<file path="src/rtl/std_mem_d1_copy_engine.sv">
// Copies SIZE words from a combinational-read source memory into a
// registered-write destination memory, one write per destination done.
module std_mem_d1_copy_engine #(
  parameter int WIDTH    = 32,
  parameter int SIZE     = 16,
  parameter int IDX_SIZE = 4
) (
  input  logic                clk,
  input  logic                reset,
  input  logic                go,
  input  logic [WIDTH-1:0]    src_read_data,
  input  logic                dst_done,
  output logic [IDX_SIZE-1:0] src_addr0,
  output logic [IDX_SIZE-1:0] dst_addr0,
  output logic [WIDTH-1:0]    dst_write_data,
  output logic                dst_write_en,
  output logic                done,
  output logic [1:0]          state_dbg
);

  // Handshakes: go is a level held by the parent until it sees the one-cycle
  // done pulse, and go is only sampled in IDLE. Each dst_write_en pulse lasts
  // one cycle. The next write waits until dst_done is seen in WAIT, so a
  // dst_done that arrives in any other state has no effect.
  localparam logic [1:0] IDLE  = 2'd0;
  localparam logic [1:0] WRITE = 2'd1;
  localparam logic [1:0] WAIT  = 2'd2;
  localparam logic [1:0] DONE  = 2'd3;

  localparam logic [IDX_SIZE-1:0] LAST_IDX = IDX_SIZE'(SIZE - 1);

  logic [1:0]          state;
  logic [1:0]          state_next;
  logic [IDX_SIZE-1:0] idx;
  logic [IDX_SIZE-1:0] idx_next;

  always_comb begin
    state_next = state;
    idx_next   = idx;
    case (state)
      IDLE: begin
        idx_next = '0;
        if (go) state_next = WRITE;
      end
      WRITE: state_next = WAIT;
      WAIT: begin
        if (dst_done) begin
          if (idx == LAST_IDX) begin
            // idx is cleared on entry so DONE already shows address 0
            idx_next   = '0;
            state_next = DONE;
          end else begin
            idx_next   = idx + 1'b1;
            state_next = WRITE;
          end
        end
      end
      DONE: begin
        idx_next   = '0;
        state_next = IDLE;
      end
      default: begin
        idx_next   = '0;
        state_next = IDLE;
      end
    endcase
  end

  always_ff @(posedge clk) begin
    if (reset) begin
      state <= IDLE;
      idx   <= '0;
    end else begin
      state <= state_next;
      idx   <= idx_next;
    end
  end

  assign src_addr0      = idx;
  assign dst_addr0      = idx;
  assign dst_write_en   = (state == WRITE);
  assign dst_write_data = (state == WRITE) ? src_read_data : '0;
  assign done           = (state == DONE);
  assign state_dbg      = state;

endmodule

</file>
<file path="config.mk">
export PLATFORM = sky130hd
export DESIGN_NAME = std_mem_d1_copy_engine
export DESIGN_NICKNAME = d
export VERILOG_FILES = /design/src/rtl/std_mem_d1_copy_engine.sv
export SDC_FILE = /design/constraint.sdc
export NUM_CORES = 1
export LEC_CHECK = 0
export ABC_AREA = 0
export CELL_PAD_IN_SITES_DETAIL_PLACEMENT = 1
export CELL_PAD_IN_SITES_GLOBAL_PLACEMENT = 1
export CORE_MARGIN = 2
export CORE_UTILIZATION = 17
export DETAILED_ROUTE_END_ITERATION = 10
export GPL_ROUTABILITY_DRIVEN = 0
export PLACE_DENSITY_LB_ADDON = 0.12
export SLEW_MARGIN = 20
export SYNTH_ARGS = -nofsm -noshare
export SYNTH_HDL_FRONTEND = slang
export SYNTH_SLANG_ARGS = --single-unit
</file>
<file path="constraint.sdc">
create_clock -name clk -period 3.1 [get_ports clk]
set_input_delay 0.31 -clock clk [delete_from_list [all_inputs] [get_ports clk]]
set_output_delay 0.31 -clock clk [all_outputs]
set_load 0.01 [all_outputs]
</file>
==> summary.md <==
| Metric | Value |
|---|---|
| Adder-Cell Fraction of Synth Area | `11.7%` |
| Summed instance area of the synthesized netlist | `642 um^2` |
| Syn_area_per_cell | `7.73 um^2` |
| Fraction of synthesized area in multiplexers | `0%` |
| Post-layout minimum cycle time | `2.48 ns` |
| Total detailed-routing wirelength | `2820 um` |
| Antenna violations before repair | `0` |
| Power per standard cell area | `369 mW/mm^2` |
| Chip Height | `65.4 um` |
| Worst-case headroom to the max-slew limit | `47.4%` |
| Number of buffers created by CTS | `3` |
| Clock Latency Late Sink | `0.22 ns` |
| Critical Path Sink Type | `primary output` |
| Drt drc | `0` |
| Final Power | `0.550 mW` |
| Type of the setup path with the least slack | `reg2out` |
| Max IR drop VDD | `0.000347 V` |
| Share of the synthesized area in the top cell type | `31.2%` |
| Fraction of the cycle the final worst path needs | `79.9%` |
| XOR/XNOR share of the synthesized area | `0%` |
| Number of placement rows | `22` |
| DIE AREA | `0.00428 mm^2` |
| Nets in the synthesized netlist | `125` |
| Number of hold-slack violations in the final timing report | `0` |
| Part of the Yosys area used for sequential elements | `18.7%` |
| Static power due to leakage | `0.567 nW` |
| Layout Skew | `0.000411 ns` |
| Post-synthesis instance total | `83` |
| CTS H-Tree Depth | `1` |
| Total gr overflow | `0` |
| Number of buffers inserted to repair setup after CTS | `0` |
| Detailed router's first-iteration violation count | `19` |
| Ratio of cells with drive above 1 in the final layout | `5.06%` |
| Number of synthesis warnings | `0` |
| Combined global-route utilization of all metal layers | `13.4%` |
| Dominant cells by area after synthesis | `and2_1 31%, dfxtp_1 19%, ha_1 12%` |
| Clock sink total | `6` |
| First-pass GRT wire length | `4340 um` |
| Critical path arrival | `2.17 ns` |
| Number of pins with negative max-slew slack in the final report | `0` |
| Pin count of the biggest net entering global routing | `34` |
| Count of unique library cells instantiated by Yosys | `23` |
| Number of gates given a new drive strength after cts | `0` |
| Clk pin slew, worst setup/hold paths | `0.04 ns` |
| Number of top-level design ports | `80` |
| Count of buffers from port buffering | `79` |
| Largest fanout of any net on the critical path | `33` |
| TritonCTS clock tree | `yes` |
| Total negative slack | `0 ns` |
| Floorplan die width | `65.4 um` |
| Hold-fix buffer count after cts | `0` |
| Clock Tree Root | `clkbuf_8` |
| Post-DR wirelength/cell | `13.7 um` |
| Post-route ant nets | `0` |
| RSZ-0062 raised after global routing | `false` |
| Worst hold-check slack | `0.544 ns` |
| Main combinational cell family by area after synthesis | `simple AND/OR/NAND/NOR gates` |
| Critical path launch point type | `register` |
| WP data required | `2.79 ns` |
| Post-layout util | `41.1%` |
| Simple logic cell fraction of the synthesized area | `48.9%` |
| # diodes | `0` |
| Detailed-router iteration count before antenna repair | `4` |
| Routed vias/inst | `4.10` |
| Transition time at the pin with the least slew margin | `0.788 ns` |
| Max Buffers Root-to-Sink | `2` |
| Count of nets after finishing | `202` |
| Maximum capacitance violations | `0` |
| Total vias in the final route | `844` |
| Kind of path behind the tightest hold check | `reg2reg` |
| Area overhead of the layout relative to synthesis | `133%` |
| Highest Clock Rate | `404 MHz` |
| Register bit count reported by yosys | `6` |
| Outcome | `completed` |
| Number of setup violations in the final report | `0` |
| Area leader, netlist | `and2_1` |
| CORE AREA | `0.00363 mm^2` |
| Fraction of the mapped netlist area in compound gates | `12.5%` |
| Number of global-route vias before repair | `834` |
| Starting Density | `17.7%` |
[per-layer routing]
layer / up-vias / GRT usage (%) / part of all wire (%)
met5: - / 0 / 0
met4: 0 / 2.34 / 0
met3: 0 / 3.77 / 6.8
met2: 39 / 24.5 / 51
met1: 379 / 15.5 / 42
li1: 426 / - / -
[layout by cell type, fill, tap and decap left out, types with 3 or more instances in the layout]
cell / synthesis / layout
clkdlybuf4s50_1: 0 / 79
and2_1: 32 / 32
ha_1: 6 / 6
dfxtp_1: 6 / 6
o21ai_0: 5 / 5
a21oi_1: 4 / 4
inv_1: 3 / 3
nand3_1: 3 / 3
clkbuf_8: 0 / 3
[sequential cells by signal, indices dropped and copies added (netlist names)]
signal and cells:
state_dbg 2, dst_addr0 4
[worst max-delay path, cell delays in order, from the launching register on]
cell and delay (ns):
dfxtp_1 0.35, inv_1 0.12, ha_1 0.67, and2_1 0.22
clkdlybuf4s50_1 0.57
[final cells by class]
class	count	area, um^2
Inverter	3	11.3
Fill cell	432	2140
Clock buffer	3	41.3
Sequential cell	6	120
Multi-Input combinational cell	67	469
Timing Repair Buffer	79	791
Tap cell	48	60.1
[cell usage after synthesis]
cell	instances
and2_1	32
dfxtp_1	6
ha_1	6
o21ai_0	5
a21oi_1	4
buf_4	4
clkbuf_1	3
inv_1	3
nand3_1	3
and2b_1	2
nand2_1	2
nand4_1	2
a311o_1	1
a31oi_1	1
and2b_2	1
and3_2	1
and4_2	1
and4b_1	1
nor2b_4	1
o311a_2	1
o31ai_1	1
or3_1	1
or4_1	1
[worst paths after layout]
check          startpoint                 end  slack (ns)  cells past startpoint
min          state_dbg[1]        state_dbg[1]        0.54                      2
max          state_dbg[1]  dst_write_data[19]        0.62                      4
min reg2reg  state_dbg[1]        state_dbg[1]        0.54                      2
max reg2reg  state_dbg[0]        state_dbg[1]        1.39                      5
[report_power, final]
part	switching (mW)	internal, mW
Clock	0.0373	0.0838
Sequential	0.00717	0.0832
Combinational	0.136	0.202
Total	0.181	0.369
[logic make-up (layout without fill, tap and decap cells)]
kind of cell             count (synthesis)  count (layout)
AO/OA/AOI/OAI                           13              13
adder cells (fa/ha/maj)                  6               6
buffers and inverters                   10              85
flip-flops                               6               6
AND/OR/NAND/NOR                         48              48
[per-stage QoR]
stage	instance area, um^2	std cells	setup slack, ns
detailed placement	1450	203	0.774
floorplan	642	83	1.52
CTS	1490	206	0.537
global placement	1450	203	0.881
finish	1490	206	0.622
global route	1490	206	0.377
(Power assumes the default switching activity.)
